<file path="src/rtl/alu_pkg.sv">
// Shared definitions for the ALU issue stage: select codes, legality check, issue-entry layout.
package alu_pkg;

  localparam int unsigned ALU_DW = 32;
  localparam int unsigned ALU_RW = 5;

  localparam logic [3:0] ALU_HOLD  = 4'b0000;
  localparam logic [3:0] ALU_ADD   = 4'b0001;
  localparam logic [3:0] ALU_SUB   = 4'b0010;
  localparam logic [3:0] ALU_AND   = 4'b0101;
  localparam logic [3:0] ALU_OR    = 4'b0110;
  localparam logic [3:0] ALU_NOT   = 4'b0111;
  localparam logic [3:0] ALU_XOR   = 4'b1000;
  localparam logic [3:0] ALU_SHL   = 4'b1001;
  localparam logic [3:0] ALU_PASSB = 4'b1011;

  typedef struct packed {
    logic [ALU_DW-1:0] opa;
    logic [ALU_DW-1:0] opb;
    logic [ALU_RW-1:0] srca;
    logic [ALU_RW-1:0] srcb;
    logic [ALU_RW-1:0] dst;
    logic [3:0]        sel;
  } issue_entry_t;

  // HOLD is deliberately not legal: decode must never request it.
  function automatic logic is_legal_sel(input logic [3:0] sel);
    case (sel)
      ALU_ADD, ALU_SUB, ALU_AND, ALU_OR, ALU_NOT, ALU_XOR, ALU_SHL, ALU_PASSB: return 1'b1;
      default: return 1'b0;
    endcase
  endfunction

endpackage

</file>
<file path="src/rtl/alu_issue_skid.sv">
// Two-entry in-order valid/ready buffer (main + skid), generic over the entry type.
// in_ready_o comes straight from the state register, so it never depends on out_ready_i.
module alu_issue_skid #(
  parameter type EntryT = logic
) (
  input  logic  clk_i,
  input  logic  rst_i,
  input  logic  flush_i,
  input  logic  in_valid_i,
  output logic  in_ready_o,
  input  EntryT in_data_i,
  output logic  out_valid_o,
  input  logic  out_ready_i,
  output EntryT out_data_o
);

  typedef enum logic [1:0] {StEmpty, StBusy, StFull} state_e;

  state_e state_q, state_d;
  EntryT  main_q, main_d;
  EntryT  skid_q, skid_d;
  logic   accept, issue;

  assign in_ready_o  = (state_q != StFull);
  assign out_valid_o = (state_q != StEmpty);
  assign out_data_o  = main_q;
  assign accept      = in_valid_i & in_ready_o;
  assign issue       = out_valid_o & out_ready_i;

  // Next-state and entry movement; flush overrides everything and drops any incoming op.
  always_comb begin
    state_d = state_q;
    main_d  = main_q;
    skid_d  = skid_q;
    case (state_q)
      StEmpty: begin
        if (accept) begin
          state_d = StBusy;
          main_d  = in_data_i;
        end
      end
      StBusy: begin
        if (accept && !issue) begin
          state_d = StFull;
          skid_d  = in_data_i;
        end else if (accept && issue) begin
          main_d = in_data_i;
        end else if (issue) begin
          state_d = StEmpty;
        end
      end
      StFull: begin
        if (issue) begin
          state_d = StBusy;
          main_d  = skid_q;
        end
      end
      default: state_d = StEmpty;
    endcase
    if (flush_i) begin
      state_d = StEmpty;
      main_d  = main_q;
      skid_d  = skid_q;
    end
  end

  // State and entry registers with synchronous reset.
  always_ff @(posedge clk_i) begin
    if (rst_i) begin
      state_q <= StEmpty;
      main_q  <= '0;
      skid_q  <= '0;
    end else begin
      state_q <= state_d;
      main_q  <= main_d;
      skid_q  <= skid_d;
    end
  end

endmodule

</file>
<file path="src/rtl/alu_issue_stage.sv">
// Execute-issue stage in front of the ALU: buffers decoded ops, sanitises illegal select
// codes to ADD, forwards the last ALU result into dependent operands and drives HOLD in bubbles.
// Optional: define ALU_ISSUE_FWD_EN to enable result forwarding; otherwise alu_result is unused
// and decode must interlock on dependencies.
module alu_issue_stage
  import alu_pkg::*;
#(
  parameter int unsigned DW = ALU_DW,  // must match the package entry layout
  parameter int unsigned RW = ALU_RW
) (
  input  logic          clk,
  input  logic          rst,
  input  logic          flush,
  input  logic          in_valid,
  output logic          in_ready,
  input  logic [DW-1:0] in_opa,
  input  logic [DW-1:0] in_opb,
  input  logic [RW-1:0] in_srca,
  input  logic [RW-1:0] in_srcb,
  input  logic [RW-1:0] in_dst,
  input  logic [3:0]    in_alusel,
  output logic [DW-1:0] OperandA,
  output logic [DW-1:0] OperandB,
  output logic [3:0]    ALUsel,
  output logic          ex_valid,
  input  logic          ex_ready,
  output logic [RW-1:0] ex_dst,
  input  logic [DW-1:0] alu_result,
  output logic          illegal_op
);

  issue_entry_t  in_entry, main_entry;
  logic          main_v, accept, in_legal, illegal_q;
  logic [DW-1:0] opa_sel, opb_sel, opa_hold_q, opb_hold_q;

  assign in_legal = is_legal_sel(in_alusel);
  assign accept   = in_valid & in_ready;

  // Pack the incoming op; unsupported codes are stored as ADD.
  always_comb begin
    in_entry      = '0;
    in_entry.opa  = in_opa;
    in_entry.opb  = in_opb;
    in_entry.srca = in_srca;
    in_entry.srcb = in_srcb;
    in_entry.dst  = in_dst;
    in_entry.sel  = in_legal ? in_alusel : ALU_ADD;
  end

  alu_issue_skid #(
    .EntryT(issue_entry_t)
  ) u_skid (
    .clk_i      (clk),
    .rst_i      (rst),
    .flush_i    (flush),
    .in_valid_i (in_valid),
    .in_ready_o (in_ready),
    .in_data_i  (in_entry),
    .out_valid_o(main_v),
    .out_ready_i(ex_ready),
    .out_data_o (main_entry)
  );

  assign ex_valid = main_v;
  assign ALUsel   = main_v ? main_entry.sel : ALU_HOLD;
  assign ex_dst   = main_entry.dst;

`ifdef ALU_ISSUE_FWD_EN
  logic          issue, fwd_v_q;
  logic [DW-1:0] fwd_data_q;
  logic [RW-1:0] fwd_dst_q;

  assign issue = ex_valid & ex_ready;

  // Capture the result of each issued op; flush invalidates and blocks the write.
  always_ff @(posedge clk) begin
    if (rst) begin
      fwd_v_q    <= 1'b0;
      fwd_data_q <= '0;
      fwd_dst_q  <= '0;
    end else if (flush) begin
      fwd_v_q <= 1'b0;
    end else if (issue) begin
      fwd_v_q    <= 1'b1;
      fwd_data_q <= alu_result;
      fwd_dst_q  <= ex_dst;
    end
  end

  // Operand select; tag 0 never matches so immediates and r0 pass through.
  always_comb begin
    opa_sel = main_entry.opa;
    opb_sel = main_entry.opb;
    if (fwd_v_q && main_entry.srca != '0 && main_entry.srca == fwd_dst_q) opa_sel = fwd_data_q;
    if (fwd_v_q && main_entry.srcb != '0 && main_entry.srcb == fwd_dst_q) opb_sel = fwd_data_q;
  end
`else
  logic unused_alu_result;
  assign unused_alu_result = ^alu_result;
  assign opa_sel = main_entry.opa;
  assign opb_sel = main_entry.opb;
`endif

  // Remember the last driven operands so the ALU inputs stay still during bubbles.
  always_ff @(posedge clk) begin
    if (rst) begin
      opa_hold_q <= '0;
      opb_hold_q <= '0;
    end else if (main_v) begin
      opa_hold_q <= opa_sel;
      opb_hold_q <= opb_sel;
    end
  end

  assign OperandA = main_v ? opa_sel : opa_hold_q;
  assign OperandB = main_v ? opb_sel : opb_hold_q;

  // One-cycle pulse after an unsupported code is accepted; a flushed op does not count.
  always_ff @(posedge clk) begin
    if (rst) illegal_q <= 1'b0;
    else     illegal_q <= accept & ~flush & ~in_legal;
  end

  assign illegal_op = illegal_q;

endmodule
</file>
<file path="config.mk">
export PLATFORM = sky130hd
export DESIGN_NAME = alu_issue_stage
export DESIGN_NICKNAME = d
export VERILOG_FILES = /design/src/rtl/alu_pkg.sv /design/src/rtl/alu_issue_skid.sv /design/src/rtl/alu_issue_stage.sv
export SDC_FILE = /design/constraint.sdc
export NUM_CORES = 1
export LEC_CHECK = 0
export ABC_AREA = 1
export CORE_MARGIN = 1.5
export CORE_UTILIZATION = 55
export CTS_CLUSTER_DIAMETER = 40
export DETAILED_ROUTE_END_ITERATION = 16
export PLACE_DENSITY = 0.9
export SETUP_SLACK_MARGIN = 0.15
export SLEW_MARGIN = 0
export SYNTH_ARGS = -nofsm -noshare
export SYNTH_HDL_FRONTEND = slang
export SYNTH_SLANG_ARGS = --single-unit
</file>
<file path="constraint.sdc">
create_clock -name clk -period 2.5 [get_ports clk]
set_input_delay 0.5 -clock clk [delete_from_list [all_inputs] [get_ports clk]]
set_output_delay 0.5 -clock clk [all_outputs]
set_load 0.01 [all_outputs]
</file>
; Yosys cells after proc, flatten, opt, wreduce, memory -nomap -nowiden
; Memory sizes are Yosys's and may differ from the RTL's.
; Index checks and enable logic that the tools add are counted.
[word_totals]
register_bits = 223
romBits = 16
inputBits = 120
output_inout_bits = 76
word_cells = 55
n_memories = 1
[mem_list]
columns = name, depth, width, read_ports, rd_clocked_by_memory_dff, wr, line_no
row1 = (no name shown), 16, 1, 1, 0, 0, alu_pkg.sv:28  ; case (sel)
[classes]
n_eq_ne = 9
n_mux = 15
bitwise = 6
n_reduce_logical = 10
[op_table]
columns = operator, n
row1 = $mux W83, 4
row2 = $pmux W83 S3, 1
row3 = $mux W32, 2
row4 = $mux W2, 5
row5 = $mux W4, 2
row6 = $ne A2 B2 Y1 const B, 3
row7 = $pmux W2 S3, 1
row8 = $reduce_and A6 Y1, 1
row9 = $and A1 B1 Y1, 4
row10 = $ne A2 B1 Y1 const B, 2
row11 = $reduce_and A4 Y1, 1
row12 = $ne A3 B1 Y1 const B, 1
row13 = $ne A3 B2 Y1 const B, 1
row14 = $reduce_and A3 Y1, 1
row15 = $reduce_bool A3 Y1, 1
row16 = $eq A2 B1 Y1 const B, 1
row17 = $eq A2 B2 Y1 const B, 1
row18 = $logic_and A1 B1 Y1, 2
row19 = $logic_not A2 Y1, 1
row20 = $not A1 Y1, 2
row21 = $reduce_bool A2 Y1, 1
row22 = $reduce_or A2 Y1, 1
row23 = $logic_not A1 Y1, 1

; Logic depth before layout (Yosys ltp)
; Gate-level depths: netlist of run 1.
[logic_depth]
word_depth = 6
ltp_mapped = 10

; Cells and area by module
; Synthesis of run 1 repeated with hierarchy kept, for this count alone.
[hier_totals]
cells_unflattened = 1572
area_unflattened_um2 = 10351.2
[modules_own_cells]
columns = mod, n_inst, cells_each, area_per_inst_um2, seq_area_each_um2
row1 = alu_issue_skid, 1, 1202, 7742.4, 3363.2
row2 = alu_issue_stage, 1, 370, 2608.8, 1301.2

; Worst setup path before layout of run 1
; Ideal clock, no wire load.
[synth_timing]
path_kind = register -> output
startpoint = reg u_skid.state_q[1]
endpoint = out OperandA[22]
t_arrival_ns = 1.226
required_ns = 2.000
slack_ns = 0.774
stages_incl_launch_ff = 7
path_cell_list = dfxtp_1 nor2_4 inv_2 clkbuf_1 or2_2 o21ai_0 inv_1
[synth_between]
elab_chain_cells = 2
[synth_rtl]
columns = item, line_no
row1 = from (decl), alu_issue_skid.sv:19  ; state_e state_q, state_d;
row2 = from (signal assigned), alu_issue_skid.sv:70  ; state_q <= StEmpty;
row3 = from (signal assigned), alu_issue_skid.sv:74  ; state_q <= state_d;
row4 = $reduce_bool A2 Y1, alu_issue_skid.sv:25  ; assign out_valid_o = (state_q != StEmpty);
row5 = via ex_valid, alu_issue_stage.sv:25  ; output logic ex_valid,
row6 = $mux W32, n/a
row7 = to (decl), alu_issue_stage.sv:22  ; output logic [DW-1:0] OperandA,
; The timed path passes the listed nets, and every way through them passes these cells.

; Worst setup path after layout of run 1
[layout_timing]
startpoint = reg u_skid.state_q[1]
endpoint = out OperandB[1]
[layout_between]
elab_chain_cells = 2
[layout_rtl]
columns = item, line_no
row1 = $reduce_bool A2 Y1, alu_issue_skid.sv:25
row2 = $mux W32, n/a
row3 = to (decl), alu_issue_stage.sv:23  ; output logic [DW-1:0] OperandB,
; No other way between the ends.

==> flow_metrics.env, run 1 <==
export IMPL_synth_cells=1234
export IMPL_regArea_um2=4267
export IMPL_swShare_pct=26.71
export IMPL_syn_nets=1356
export IMPL_p_comb_share_pct=16.0
export IMPL_fin_skew_ps=17.47
export IMPL_mostFrequentLayoutCell="nor2_1"
export IMPL_clk_latency_ps=530
export IMPL_cp_end_kind="output pin"
export IMPL_path_clk_slew_ps=50
export IMPL_netlist_area_um2=8992
export IMPL_power_switching_mw=2.359
export IMPL_antenna_cells=0
export IMPL_routed_via_count=9041
export IMPL_ys_ff_latch=213
export IMPL_cts_hold_buf=0
export IMPL_power_density_nw_per_um2=706.1
export IMPL_relSlewSlack_pct=42.89
export IMPL_die_area_um2=17130
export IMPL_track_usage_pct=29.99
export IMPL_p_clk_share_pct=42.5
export IMPL_grt_antenna_before_repair=1
export IMPL_pre_cts_slack_ps=145.6
export IMPL_drt_iter0_drc=837
export IMPL_area_growth_pct=39.11
export IMPL_clock_sinks=213
export IMPL_yosysWarnings=0
export IMPL_finalCriticalPeriod_ps=2440
export IMPL_wl_um=27890
export IMPL_initial_core_util_pct=56.40
export IMPL_yosysSeqAreaShare_pct=47.42
export IMPL_max_slew_worst_pin_slew_ps=856.7
export IMPL_slowest_stage="dfxtp_2"
export IMPL_p_int_mw=6.474
export IMPL_cts_htree_levels=1
export IMPL_grt_overflow=0
export IMPL_seqPwrFrac_pct=41.5
export IMPL_drtAntennaViolNets=0
export IMPL_die_h_um=130.9
export IMPL_crit_required_ps=2000
export IMPL_die_width_um=130.9
export IMPL_tns_ps=0
export IMPL_finalHoldViolCount=0
export IMPL_arrival_ps=1940
export IMPL_gp_congestion=0.7772
export IMPL_timing_final_crit_share_pct=97.59
export IMPL_cts_root_buf="clkbuf_16"
export IMPL_dp_hpwl_um=13140
export IMPL_crit_path_max_incr_delay_ps=330
export IMPL_synth_cell_types=28
export IMPL_setup_violations=0
export IMPL_status="finished clean"
export IMPL_dr_pass1_iters=6
export IMPL_drv_cap=0
export IMPL_grt_first_pass_wirelength_um=40750
export IMPL_p_leak_nw=5.915
export IMPL_routed_via_density=5.382
export IMPL_slew_viol_final=0
export IMPL_path_max_fanout=9
export IMPL_portBuffers=153
export IMPL_drc_errors=0
export IMPL_rsz0062_at_grt="true"
export IMPL_cts_tree="yes"
export IMPL_core_um2=15940
export IMPL_peakVddDrop_mv=0.5145
export IMPL_fin_nets=1566
export IMPL_wl_per_cell_um=16.60
export IMPL_drive_gt1_share_pct=21.86
export IMPL_nFillCells=1042
export IMPL_grt_max_degree=67
export IMPL_num_io_pins=196
export IMPL_fin_ws_ps=60.22
export IMPL_multi_input_area_um2=3979
export IMPL_crit_type="flip-flop to output pin"
export IMPL_clock_tree_buffer_depth=3
export IMPL_final_cell_mix="278 x nor2_1, 211 x dfxtp_1, 151 x nand2_1, 121 x o21ai_0, 112 x inv_1"
export IMPL_fmax_mhz=409.9
export IMPL_cp_start_kind="flip-flop"
export IMPL_numCtsBuffers=27
export IMPL_grt_pass1_vias=8377
export IMPL_postLayoutCoreUtil_pct=78.46
export IMPL_syn_avg_cell_area_um2=7.287
export IMPL_rows=46
export IMPL_hold_path_class="flip-flop to flip-flop"
export IMPL_crit_chain="nor2_4, inv_8, buf_16, or2_2, o21ai_2, inv_1, buf_2"
-- path summary, 6_finish.rpt --
kind / startpoint / end / slack, ps / depth (start not counted)
worst min-delay path: u_skid.skid_q[38] / u_skid.skid_q[38] / 440 / 2
worst max-delay path: u_skid.state_q[1] / OperandB[1] / 60 / 7
worst max register to register: u_skid.state_q[1] / opa_hold_q[21] / 70 / 17
worst min register to register: u_skid.skid_q[38] / u_skid.skid_q[38] / 440 / 2
-- logic make-up after synthesis --
family | share of synthesized area, %
AND/OR/NAND/NOR | 23.51
AO/OA/AOI/OAI | 16.52
buffers and inverters | 12.27
flip-flops | 47.42
adder cells (fa/ha/maj) | 0.2782
-- repair_timing --
item | CTS | global route
endpoints found under the setup margin | 70 | 65
pin swaps | 5 | 4
gates cloned | 9 | 5
gates resized for setup | 393 | 71
setup buffers | 58 | 24
-- metal layers --
layer  part of all wire (%)  wire length (um)  global-route usage (%)
met5                  0.068                19                       0
met2                     50             13850                   54.18
met3                    7.1              1968                   4.642
met1                     39             10880                   35.36
met4                    4.2              1167                   12.86
-- through the flow --
| stage | std cells | power (mW) | hold WS (ps) | instance area [um^2] |
|---|---|---|---|---|
| 6_report | 1680 | 8.833 | 444.9 | 12510 |
| 5_1_grt | 1680 | 9.117 | 469.8 | 12510 |
| 4_1_cts | 1651 | 8.634 | 445.4 | 11990 |
| 3_5_place_dp | 1535 | 4.774 | 436.1 | 10420 |
| 3_3_place_gp | 1535 | 4.744 | 430.9 | 10420 |
| 2_1_floorplan | 1234 | 4.295 | 424.5 | 8992 |
-- synth_stat cells --
master / number / share of area (%)
a211oi_1: 1 / 0.084
a21oi_1: 43 / 2.4
a31oi_1: 1 / 0.070
buf_12: 6 / 1.3
buf_2: 14 / 0.78
buf_4: 18 / 1.5
buf_6: 16 / 2.0
clkbuf_1: 32 / 1.3
clkbuf_2: 1 / 0.056
clkinv_1: 2 / 0.084
dfxtp_1: 213 / 47
ha_1: 2 / 0.28
inv_1: 122 / 5.1
inv_2: 2 / 0.084
nand2_1: 152 / 6.3
nand2_2: 3 / 0.21
nand3_1: 4 / 0.22
nand3_2: 1 / 0.11
nand4_1: 1 / 0.070
nor2_1: 281 / 12
nor2_4: 2 / 0.25
nor3_1: 1 / 0.056
nor4_1: 1 / 0.070
o21ai_0: 171 / 9.5
o21ai_1: 80 / 4.5
or2_0: 18 / 1.3
or2_1: 32 / 2.2
or2_2: 14 / 0.97
-- state kept, by name, summed over array words and instances (netlist names) --
name               flops
opb_hold_q            32
opa_hold_q            32
illegal_op             1
u_skid.out_data_o     73
u_skid.skid_q         73
u_skid.state_q         2
-- final cells by class --
cell class	instances	area share (%)
clock buffers	34	5.851
repair buffers	266	21.04
inverters	126	3.891
repair inverters	1	0.03001
multi-input cells	809	31.81
clock inverters	15	1.110
flip-flops and latches	213	34.11
well taps	216	2.160
-- power by group through the flow --
stage	sequential (mW)	clock, mW	combinational [mW]
2_1_floorplan	3.69	0	0.609
3_3_place_gp	3.70	0	1.05
3_5_place_dp	3.70	0	1.07
4_1_cts	3.65	3.75	1.24
5_1_grt	3.68	3.91	1.52
6_report	3.66	3.75	1.41
-- worst max-delay path, delay by kind of cell, from the launching register on --
kind | cells | cell delay (ps)
compound gates | 1 | 80
buf+inv | 4 | 480
flops | 1 | 330
simple gates | 2 | 510
No activity file was read; power rests on OpenSTA's default activity.
==> run 2, diff against run 1 <==
--- a/config.mk
+++ b/config.mk
@@ -7,12 +7,12 @@
 export LEC_CHECK = 0
 export ABC_AREA = 1
 export CORE_MARGIN = 1.5
-export CORE_UTILIZATION = 55
+export CORE_UTILIZATION = 57
+export CTS_BUF_LIST = sky130_fd_sc_hd__clkbuf_8
 export CTS_CLUSTER_DIAMETER = 40
 export DETAILED_ROUTE_END_ITERATION = 16
-export PLACE_DENSITY = 0.9
+export PLACE_DENSITY = 0.92
 export SETUP_SLACK_MARGIN = 0.15
-export SLEW_MARGIN = 0
 export SYNTH_ARGS = -nofsm -noshare
 export SYNTH_HDL_FRONTEND = slang
 export SYNTH_SLANG_ARGS = --single-unit
==> run 2 against run 1 <==
Global-route usage is 1.0 points lower. Final area is 6.5% lower. Via count is 2.6% lower. Sequential share of layout area is 2.4 points higher. Clock-buffer cell count is 11 higher. Largest cell class unchanged. Clock power is 18% lower. Largest power group is now sequential cells. Critical path depth stayed put.
==> flow_metrics.env, run 2 (synthesis results as in run 1) <==
export IMPL_reg2reg_depth=15
export IMPL_final_cell_mix="280 x nor2_1, 211 x dfxtp_1, 151 x nand2_1, 132 x inv_1, 122 x o21ai_0"
export IMPL_die_width_um=128.6
export IMPL_crit_type="flip-flop to output pin"
export IMPL_core_um2=15310
export IMPL_arrival_ps=1920
export IMPL_path_max_fanout=21
export IMPL_fin_ws_ps=81.61
export IMPL_portBuffers=153
export IMPL_p_int_mw=5.854
export IMPL_p_clk_share_pct=38.8
export IMPL_drive_gt1_share_pct=17.34
export IMPL_post_route_cell_area_um2=11690
export IMPL_routed_via_count=8805
export IMPL_finalCriticalPeriod_ps=2418
export IMPL_relSlewSlack_pct=45.04
export IMPL_cts_hold_buf=0
export IMPL_gp_congestion=0.7929
export IMPL_fin_nets=1534
export IMPL_crit_required_ps=2000
export IMPL_power_switching_mw=2.088
export IMPL_timing_final_crit_share_pct=96.74
export IMPL_setup_violations=0
export IMPL_power_density_nw_per_um2=679.2
export IMPL_rsz0062_at_grt="true"
export IMPL_grt_antenna_before_repair=1
export IMPL_clock_tree_buffer_depth=3
export IMPL_die_h_um=128.6
export IMPL_status="finished clean"
export IMPL_whs_ps=447.8
export IMPL_p_comb_share_pct=15.2
export IMPL_clock_sinks=213
export IMPL_grt_overflow=0
export IMPL_num_io_pins=196
export IMPL_cp_end_kind="output pin"
export IMPL_mostFrequentLayoutCell="nor2_1"
export IMPL_track_usage_pct=28.96
export IMPL_area_growth_pct=30.03
export IMPL_cp_start_kind="flip-flop"
export IMPL_drc_errors=0
export IMPL_grt_pass1_vias=8404
export IMPL_hold_path_class="flip-flop to flip-flop"
export IMPL_die_area_um2=16540
export IMPL_wl_per_cell_um=15.59
export IMPL_drt_iter0_drc=746
export IMPL_dr_pass1_iters=6
export IMPL_dp_hpwl_um=13000
export IMPL_p_leak_nw=5.590
export IMPL_peakVddDrop_mv=0.5477
export IMPL_hold_path_end="u_skid.skid_q[43]"
export IMPL_wl_um=25690
export IMPL_routed_via_density=5.343
export IMPL_clk_latency_ps=500
export IMPL_finalHoldViolCount=0
export IMPL_pre_cts_slack_ps=254.8
export IMPL_nFillCells=1055
export IMPL_fmax_mhz=413.5
export IMPL_grt_max_degree=67
export IMPL_swShare_pct=26.29
export IMPL_cts_tree="yes"
export IMPL_rr_endpoint="opb_hold_q[18]"
export IMPL_path_clk_slew_ps=60
export IMPL_placed_area_um2=10400
export IMPL_seqPwrFrac_pct=46.0
export IMPL_min_from="u_skid.skid_q[43]"
export IMPL_timing_rr_start="u_skid.state_q[1]"
export IMPL_holdPathStages=2
export IMPL_slew_viol_final=0
export IMPL_numCtsBuffers=36
export IMPL_rows=45
export IMPL_grt_first_pass_wirelength_um=38940
export IMPL_postLayoutCoreUtil_pct=76.35
export IMPL_drtAntennaViolNets=0
export IMPL_r2r_slack_ps=150
export IMPL_tns_ps=0
export IMPL_drv_cap=0
export IMPL_fin_skew_ps=15.54
export IMPL_max_slew_worst_pin_slew_ps=824.4
export IMPL_cts_htree_levels=2
export IMPL_initial_core_util_pct=58.72
export IMPL_cts_root_buf="clkbuf_8"
[run 2: changes by cell type in the layout (fill, tap and decap cells not counted), moves of 11 or more]
cell             change
buf_6               -38
dlygate4sd2_1       +12
or2_4               -13
clkbuf_2            +30
clkdlybuf4s15_2     +14
inv_1               +20
clkbuf_16           -30
o21ai_4             -11
buf_2               -45
clkbuf_8            +42
[run 2: worst max-delay path by stage]
stage	startpoint	end	slack, ps
2_1_floorplan	u_skid.state_q[1]	OperandA[22]	770
3_3_place_gp	u_skid.state_q[1]	OperandB[1]	270
3_5_place_dp	in_valid	u_skid.out_data_o[64]	250
4_1_cts	u_skid.state_q[0]	OperandB[1]	20
5_1_grt	u_skid.state_q[1]	OperandB[2]	10
6_report	u_skid.state_q[1]	OperandB[2]	80
[run 2: area by class of cell]
cell class,instances,area [um^2],share of cell area [%]
multi-input combinational,809,3831,32.77
inverter,126,480.5,4.109
clock inverter,17,103.9,0.8882
timing repair buffer,226,2122,18.15
sequential,213,4269,36.51
antenna,1,2.502,0.02140
tap,211,264.0,2.258
clock buffer,45,619.3,5.297
[run 2: timing repair]
action                     4_1_cts  5_1_grt
cloned                           3        3
setup buffers                   33       16
resized for setup              214       68
pin swaps                        2        2
setup endpoints to repair       70       63
[run 2: critical path, stage by stage, from the launching register on]
cell,delay (ps)
dfxtp_4,350
nor2_4,150
inv_4,90
buf_12,160
or2_2,290
o21ai_2,70
inv_1,50
dlygate4sd2_1,270
[run 2: routing by layer]
layer,up-vias,GRT usage (%),routed length [um],share of wire [%]
met5,-,0,0,0
met4,0,16.92,1275,5.0
met3,113,4.532,1882,7.3
met2,432,49.72,12180,47
met1,4044,34.54,10360,40
li1,4216,-,-,-
[run 2: metrics by stage]
| step | total power, mW | instances |
|---|---|---|
| 2_1_floorplan | 4.295 | 1234 |
| 3_3_place_gp | 4.734 | 1530 |
| 3_5_place_dp | 4.766 | 1530 |
| 4_1_cts | 7.873 | 1628 |
| 5_1_grt | 8.251 | 1648 |
| 6_report | 7.942 | 1648 |
[run 2: power groups by stage]
| stage | sequential, mW | combinational, mW | clock, mW |
|---|---|---|---|
| after detailed placement | 3.70 | 1.06 | 0 |
| after CTS | 3.64 | 1.14 | 3.09 |
| after global placement | 3.70 | 1.04 | 0 |
| after floorplan | 3.69 | 0.609 | 0 |
| after global routing | 3.67 | 1.32 | 3.27 |
| final | 3.65 | 1.21 | 3.08 |
